$ cat src/rtl/uart_tx_fifo.sv
// uart_tx_fifo: synchronous first-word-fall-through FIFO with occupancy output.
`default_nettype none

module uart_tx_fifo #(
  parameter int WIDTH = 8,
  parameter int DEPTH = 16
) (
  input  logic                     clk,
  input  logic                     rst_n,
  input  logic                     push_i,
  input  logic [WIDTH-1:0]         data_i,
  input  logic                     pop_i,
  output logic [WIDTH-1:0]         data_o,
  output logic                     full_o,
  output logic                     empty_o,
  output logic [$clog2(DEPTH):0]   level_o
);
  localparam int AW = $clog2(DEPTH);
  localparam int LW = AW + 1;

  logic [WIDTH-1:0] mem_q [DEPTH];
  logic [AW-1:0]    wr_ptr_q;
  logic [AW-1:0]    rd_ptr_q;
  logic [LW-1:0]    level_q;
  logic             push_ok;
  logic             pop_ok;

  // Full is decoded from the pre-edge level, so a push arriving with a pop
  // while full is still refused.
  assign full_o  = (level_q == LW'(DEPTH));
  assign empty_o = (level_q == '0);
  assign push_ok = push_i && !full_o;
  assign pop_ok  = pop_i && !empty_o;
  assign data_o  = mem_q[rd_ptr_q];
  assign level_o = level_q;

  always_ff @(posedge clk or negedge rst_n) begin
    if (!rst_n) begin
      wr_ptr_q <= '0;
      rd_ptr_q <= '0;
      level_q  <= '0;
    end else begin
      if (push_ok) wr_ptr_q <= wr_ptr_q + AW'(1);
      if (pop_ok)  rd_ptr_q <= rd_ptr_q + AW'(1);
      case ({push_ok, pop_ok})
        2'b10:   level_q <= level_q + LW'(1);
        2'b01:   level_q <= level_q - LW'(1);
        default: level_q <= level_q;
      endcase
    end
  end

  always_ff @(posedge clk) begin
    if (push_ok) mem_q[wr_ptr_q] <= data_i;
  end

endmodule

`default_nettype wire

$ cat config.mk
export PLATFORM = sky130hd
export DESIGN_NAME = uart_tx_fifo
export DESIGN_NICKNAME = d
export VERILOG_FILES = /design/src/rtl/uart_tx_fifo.sv
export SDC_FILE = /design/constraint.sdc
export NUM_CORES = 1
export LEC_CHECK = 0
export CORE_UTILIZATION = 25
export CTS_CLUSTER_SIZE = 12
export DETAILED_ROUTE_END_ITERATION = 8
export GPL_TIMING_DRIVEN = 0
export PLACE_DENSITY_LB_ADDON = 0.1
export SLEW_MARGIN = 15
export SYNTH_ARGS = -nofsm -noshare
export SYNTH_HDL_FRONTEND = slang
export SYNTH_SLANG_ARGS = --single-unit
export TNS_END_PERCENT = 5
$ cat constraint.sdc
create_clock -name clk -period 6.2 [get_ports clk]
set_clock_uncertainty 0.1 [all_clocks]
set_input_delay 0.62 -clock clk [delete_from_list [all_inputs] [get_ports clk]]
set_output_delay 0.62 -clock clk [all_outputs]
set_load 0.02 [all_outputs]
==> results of run 1 <==
-- area by class of cell --
cell class	count	area, sq um
fillers	2151	15600
flip-flops and latches	141	4170
multi-input cells	165	1470
clock buffers	19	433
well taps	285	357
repair buffers	28	275
clock inverters	13	196
plain buffers	18	129
inverters	8	30.0
diodes	1	2.50
-- power breakdown --
group          leakage, nW  switching (mW)  internal (mW)  total [mW]
registers             1.31          0.0600           1.17        1.23
logic                0.800           0.727          0.524        1.25
clock network        0.292           0.380          0.708        1.09
-- synthesized netlist by cell type --
master / count
edfxtp_1: 128
mux2i_1: 25
o21ai_0: 20
nand2_1: 18
mux4_2: 16
dfrtp_1: 13
nor2_1: 12
a21oi_1: 10
ha_1: 9
a221oi_1: 8
a22oi_1: 8
inv_1: 8
mux2_2: 8
xnor2_1: 7
buf_2: 6
buf_6: 5
clkbuf_1: 5
nor3_1: 4
nor2b_1: 3
xor2_1: 3
and2_1: 2
nand2b_1: 2
nand3_1: 2
a21o_1: 1
and2b_1: 1
buf_1: 1
buf_12: 1
fa_1: 1
mux2_4: 1
nand2_2: 1
nand4_1: 1
nor4_2: 1
or3b_1: 1
-- registers in the layout, indices dropped and copies added, names as in the netlist --
name and count:
mem_q 128, level_o 5, rd_ptr_q 4, wr_ptr_q 4
-- logic make-up after synthesis --
logic type               share of synthesized area [%]
AO/OA/AOI/OAI                                     4.98
XOR/XNOR                                          1.52
adder cells (fa/ha/maj)                           2.29
buffers and inverters                             2.75
flip-flops                                        72.1
multiplexers                                      12.4
AND/OR/NAND/NOR                                   3.94
-- path summary, 6_finish.rpt --
kind | from | end | slack [ns]
setup / recovery | rd_ptr_q[1] | data_o[4] | 2.55
hold / removal | level_o[4] | level_o[4] | 0.42
setup reg to reg | level_o[1] | level_o[4] | 3.18
hold reg to reg | level_o[4] | level_o[4] | 0.42
max in group asynchronous | rst_n | rd_ptr_q[1] | 5.03
min in group asynchronous | rst_n | level_o[3] | 0.52
-- through the flow --
step / utilization (%) / std cells / hold slack, ns
4_1_cts: 31.2 / 677 / 0.419
5_1_grt: 31.2 / 677 / 0.450
6_report: 31.2 / 678 / 0.418
3_3_place_gp: 28.3 / 643 / 0.401
3_5_place_dp: 28.4 / 645 / 0.410
2_1_floorplan: - / 332 / 0.224
-- critical path: stages (launching register included) --
cell and delay [ns]:
dfrtp_1 0.40, buf_2 0.22, and2_1 0.16, buf_2 0.19, a221oi_1 0.62, o21ai_0 0.20, nand2_1 0.12, clkdlybuf4s50_1 0.62
-- routing by layer --
| layer | GRT usage (%) | vias up |
|---|---|---|
| met2 | 20.5 | 43 |
| met4 | 3.57 | 0 |
| met3 | 3.30 | 7 |
| met5 | 0 | - |
| li1 | - | 1389 |
| met1 | 16.9 | 1526 |
==> run summary, run 1 <==
Worst-Margin Slew = 0.902 ns
# DRC = 0
vias per cell = 4.37
Req. time, crit path = 5.48 ns
critical path type = flip-flop to output port
PostCTS Resize Cnt = 0
Worst Hold Depth = 1
die span in x = 154 um
outcome = finished clean
total I/O pin count = 27
final wirelength = 14000 um
PortBufs = 26
clk sinks = 141
Initial Util = 25.5%
Setup crit end kind = output port
DP Area = 6430 sq um
DRT met1 WL = 6470 um
Finished Cell Area = 7060 sq um
syn nets = 354
leading area contributor after synthesis = edfxtp_1
height of the die = 154 um
RSZ-0062 raised after global routing = no
setup TNS = 0 ns
commonest non-fill, non-tap cell in the layout = edfxtp_1
Worst-Skew Late Latency = 0.42 ns
Num CTS Buffers = 17
routed wl met3 = 466 um
Row Count = 55
fin crit share = 58.8%
post-synth top area share = 66.5%
mapped cell area = 5780 sq um
HPWL Detailed = 9290 um
DP Worst Slack = 2.95 ns
GRT Total Usage = 12.7%
vias in the first global route = 3051
first-pass GRT wire length = 20800 um
Mapped Avg Cell Area = 17.4 sq um
largest net degree at the start of global routing = 17
Fin. Hold Viols = 0
Synth warnings = 0
Top Metal Used = met4
routed wl met2 = 6910 um
CTS tree = built
pwr/cell area = 506 nW/um^2
sequential area share after synthesis = 72.1%
Unique masters post-synth = 33
setup ws final = 2.55 ns
routed len/inst = 20.6 um
Worst VDD drop = 0.000222 V
path depth of the worst reg2reg path = 13
Iteration-0 DRC Markers = 235
initial antenna violation count = 0
clock tree buffer depth = 2
leakage = 2.40 nW
CP Max Fanout = 10
synthesis-to-finish area growth = 22.2%
fin crit period = 3.65 ns
core box area = 22600 sq um
htree depth = 4
DIE AREA = 23700 sq um
gp weighted congestion = 0.714
top cells by area, synth = edfxtp_1 67%, mux4_2 6.2%, dfrtp_1 5.6%
layout cell share with drive strength beyond 1 = 18.4%
Final Setup Violations = 0
min-delay worst type = flip-flop to flip-flop
DRT Pass-1 Iters = 4
Max Cap Viol = 0
nets = 401
Critical Path AT = 2.93 ns
final slew viol count = 0
Post-CTS Hold Buffers = 0
post-synthesis register bit count = 141
Max Clock Freq = 0.274 GHz
synthesized instance count = 332
highest-count cells in the layout ignoring fill and taps = 128 x edfxtp_1, 26 x clkdlybuf4s50_1, 25 x mux2i_1
setup bufs post-CTS = 0
Design Power = 3.57 mW
remaining antenna violation count after routing = 0
CTS Root Buffer Type = clkbuf_16
Worst Setup Start Kind = flip-flop
grt ovf = 0
vias = 2965
Reg clk slew, reported paths = 0.06 ns
Rel. slew slack = 39.6%
(Power assumes the default switching activity.)
==> run 2, diff against run 1 <==
- clock period: 6.2 -> 3.5 ns (I/O delays scaled with it)
==> run summary, run 2 (synthesis gave the netlist of run 1 again) <==
outcome = finished clean
gp weighted congestion = 0.714
commonest non-fill, non-tap cell in the layout = edfxtp_1
height of the die = 154 um
GRT Total Usage = 12.7%
nets = 401
first-pass GRT wire length = 20800 um
remaining antenna violation count after routing = 0
Cells after DPL = 645
core box area = 22600 sq um
critical path type = flip-flop to output port
RSZ-0062 raised after global routing = yes
post-layout util = 31.2%
# DRC = 0
Comb pwr share = 35.1%
vias in the first global route = 3051
Worst VDD drop = 0.000394 V
Fin. Hold Viols = 0
layout cell share with drive strength beyond 1 = 18.6%
Row Count = 55
highest-count cells in the layout ignoring fill and taps = 128 x edfxtp_1, 26 x clkdlybuf4s50_1, 25 x mux2i_1
Worst Setup Start Kind = flip-flop
NetSw = 2.07 mW
largest net degree at the start of global routing = 17
Rel. slew slack = 40.9%
routed wl met3 = 440 um
PortBufs = 26
initial antenna violation count = 0
Worst-Skew Late Latency = 0.42 ns
final slew viol count = 0
Max Cap Viol = 0
routed len/inst = 20.6 um
Critical Path AT = 2.91 ns
Reg clk slew, reported paths = 0.06 ns
vias per cell = 4.38
Req. time, crit path = 3.05 ns
Worst-Margin Slew = 0.884 ns
CTS tree = built
Design Power = 6.33 mW
CP Max Fanout = 10
HPWL Detailed = 9290 um
sequential fraction of design power = 34.4%
largest register by flop count = mem_q
Iteration-0 DRC Markers = 232
Final Setup Violations = 0
routed wl met2 = 6860 um
clk sinks = 141
grt ovf = 0
Int Power = 4.26 mW
setup TNS = 0 ns
Clock Power Share = 30.5%
DRT met1 WL = 6510 um
pwr/cell area = 896 nW/um^2
max FFs per register = 128
final wirelength = 13900 um
clock tree buffer depth = 2
synthesis-to-finish area growth = 22.3%
die span in x = 154 um
DIE AREA = 23700 sq um
total I/O pin count = 27
CTS Root Buffer Type = clkbuf_16
Max Clock Freq = 0.298 GHz
vias = 2973
fin cells = 678
leakage = 2.40 nW
Post-CTS Hold Buffers = 0
Initial Util = 25.5%
Setup crit end kind = output port
min-delay worst type = input pin to asynchronous set/reset pin
Num CTS Buffers = 17
DRT Pass-1 Iters = 4
Top Metal Used = met4
fin crit period = 3.36 ns
htree depth = 4
Net Sw Frac = 32.7%
fin crit share = 95.9%
[run 2: cell counts in the layout (fill, tap and decap cells not counted)]
Identical to the previous run, type by type.
[run 2: critical path, stage by stage, from the launching register on]
cell and delay, ns:
dfrtp_1 0.40, buf_2 0.22, and2_1 0.16, buf_2 0.19, a221oi_1 0.60, o21ai_0 0.20
nand2_1 0.11, clkdlybuf4s50_1 0.61
[run 2: path summary, 6_finish.rpt]
check | slack [ns] | depth (start not counted) | to | startpoint
max in group asynchronous | 2.60 | 1 | rd_ptr_q[1] | rst_n
setup reg to reg | 0.48 | 13 | level_o[4] | level_o[1]
min in group clk | 0.42 | 1 | level_o[4] | level_o[4]
hold / removal | 0.25 | 1 | level_o[3] | rst_n
hold reg to reg | 0.42 | 1 | level_o[4] | level_o[4]
setup / recovery | 0.14 | 7 | data_o[0] | rd_ptr_q[1]
[run 2: final cells by class]
class	count	area [sq um]
diodes	1	2.50
plain buffers	18	129
clock buffers	19	433
clock inverters	13	196
fillers	2152	15600
inverters	8	30.0
multi-input cells	165	1480
flip-flops and latches	141	4170
well taps	285	357
repair buffers	28	275
[run 2: power groups by stage]
stage / registers [mW] / logic (mW) / clock network [mW]
2_1_floorplan: 2.22 / 1.38 / 0
3_3_place_gp: 2.21 / 2.24 / 0
3_5_place_dp: 2.21 / 2.26 / 0
4_1_cts: 2.18 / 2.27 / 1.97
5_1_grt: 2.20 / 2.42 / 2.04
6_report: 2.18 / 2.22 / 1.93
[run 2: per-layer routing]
layer  up-vias  track usage [%]
li1       1388                -
met1      1531             16.9
met2        45             20.5
met3         9             3.30
met4         0             3.57
met5         -                0
[run 2: per-stage QoR]
step / cell area, sq um / hold WS, ns / worst slack (ns)
2_1_floorplan: 5780 / -0.0456 / 0.610
3_3_place_gp: 6400 / 0.401 / 0.411
3_5_place_dp: 6430 / 0.410 / 0.438
4_1_cts: 7060 / 0.263 / 0.0896
5_1_grt: 7070 / 0.291 / -0.0108
6_report: 7070 / 0.250 / 0.143
[run 2: what timing repair did]
item                                    4_1_cts  5_1_grt
resized for setup                             0        1
endpoints found under the setup margin        0        2
hold endpoints to repair                      0        0
buffers inserted                              0        0
==> run 3, diff against run 2 <==
- MAX_ROUTING_LAYER: default -> met4
==> run summary, run 3 (synthesis gave the netlist of run 1 again) <==
outcome = finished clean
Worst VDD drop = 0.000394 V
crit-path cells = buf_2, and2_1, buf_2, a221oi_1, o21ai_0, nand2_1, clkdlybuf4s50_1
die span in x = 154 um
Critical Path AT = 2.95 ns
Setup crit end kind = output port
Iteration-0 DRC Markers = 249
Worst Setup Start Kind = flip-flop
Num CTS Buffers = 17
clock tree buffer depth = 2
GRT Total Usage = 13.1%
CP max stage delay = 0.63 ns
min-delay worst type = input pin to asynchronous set/reset pin
# DRC = 0
Worst-Skew Late Latency = 0.42 ns
Reg clk slew, reported paths = 0.06 ns
Max Cap Viol = 0
pwr/cell area = 896 nW/um^2
first-pass GRT wire length = 20700 um
height of the die = 154 um
Row Count = 55
vias = 2963
Finished Cell Area = 7070 sq um
DRT Pass-1 Iters = 4
Initial Util = 25.5%
Req. time, crit path = 3.05 ns
Fin. Hold Viols = 0
Cells after DPL = 645
max FFs per register = 128
CP Max Fanout = 10
Max Clock Freq = 0.294 GHz
final slew viol count = 0
nets = 401
htree depth = 4
final wirelength = 13900 um
smallest hold slack = 0.247 ns
grt ovf = 0
DIE AREA = 23700 sq um
initial antenna violation count = 0
Post-CTS Hold Buffers = 0
leakage = 2.40 nW
fin crit period = 3.40 ns
largest net degree at the start of global routing = 17
DP Worst Slack = 0.438 ns
most frequent CP cell = buf_2
Rel. slew slack = 39.9%
Final Setup Violations = 0
CTS tree = built
gp weighted congestion = 0.722
setup TNS = 0 ns
CTS Root Buffer Type = clkbuf_16
fin crit share = 97.1%
HPWL Detailed = 9290 um
# fillers = 2152
critical path type = flip-flop to output port
remaining antenna violation count after routing = 0
layout cell share with drive strength beyond 1 = 18.6%
vias in the first global route = 3066
total I/O pin count = 27
fin cells = 678
flop-to-flop setup slack = 0.48 ns
Worst-Margin Slew = 0.898 ns
setup ws final = 0.102 ns
slowest cell on the critical path = a221oi_1
highest-count cells in the layout ignoring fill and taps = 128 x edfxtp_1, 26 x clkdlybuf4s50_1, 25 x mux2i_1
DP Area = 6430 sq um
RSZ-0062 raised after global routing = yes
vias per cell = 4.37
commonest non-fill, non-tap cell in the layout = edfxtp_1
largest register by flop count = mem_q
clk sinks = 141
PortBufs = 26
path depth of the worst reg2reg path = 13
routed len/inst = 20.5 um
core box area = 22600 sq um
synthesis-to-finish area growth = 22.3%
Worst R2R End = level_o[4]
reg2reg start = level_o[1]
run 3: final cells by class:
| class | instances | area, sq um | share of cell area (%) |
|---|---|---|---|
| antenna | 1 | 2.50 | 0.0354 |
| buffer | 18 | 129 | 1.82 |
| clock buffer | 19 | 433 | 6.12 |
| clock inverter | 13 | 196 | 2.78 |
| inverter | 8 | 30.0 | 0.425 |
| multi-input combinational | 165 | 1480 | 20.9 |
| sequential | 141 | 4170 | 59.0 |
| tap | 285 | 357 | 5.04 |
| timing repair buffer | 28 | 275 | 3.89 |
run 3: where the power goes:
group	total [mW]	switching, mW	internal, mW
combinational	2.22	1.29	0.932
clock	1.93	0.680	1.25
sequential	2.18	0.106	2.07
total	6.33	2.07	4.26
run 3: how the worst max path moves through the flow:
| stage | to | cells after the start | slack (ns) | startpoint |
|---|---|---|---|---|
| floorplan | level_o[4] | 11 | 0.61 | level_o[1] |
| global placement | level_o[4] | 13 | 0.41 | level_o[1] |
| detailed placement | level_o[4] | 13 | 0.44 | level_o[1] |
| CTS | data_o[4] | 7 | 0.09 | rd_ptr_q[1] |
| global route | data_o[0] | 7 | -0.008 | rd_ptr_q[1] |
| finish | data_o[0] | 7 | 0.10 | rd_ptr_q[1] |
run 3: metal layers:
metal  GRT usage [%]  up-vias  wire length, um
met1            16.7     1517             6410
met4            4.43        0              167
met3            2.73       11              437
met5               -        -                0
met2            20.7       47             6890
li1                -     1388                -
run 3: repair_timing:
action	in CTS	in global routing
endpoints found under the setup margin	0	2
buffers inserted	0	0
resized for setup	0	1
run 3: stage by stage:
stage                     total power, mW  util, %
final                                6.33     31.2
after global routing                 6.66     31.2
after CTS                            6.42     31.2
after detailed placement             4.47     28.4
after global placement               4.45     28.3
after floorplan                      3.60        -
run 3: critical path, delay by kind of cell, from the launching register on:
family                 cells  cell delay [ns]
AO/OA/AOI/OAI              2             0.83
buffers and inverters      3             1.02
flip-flops                 1             0.40
AND/OR/NAND/NOR            2             0.27
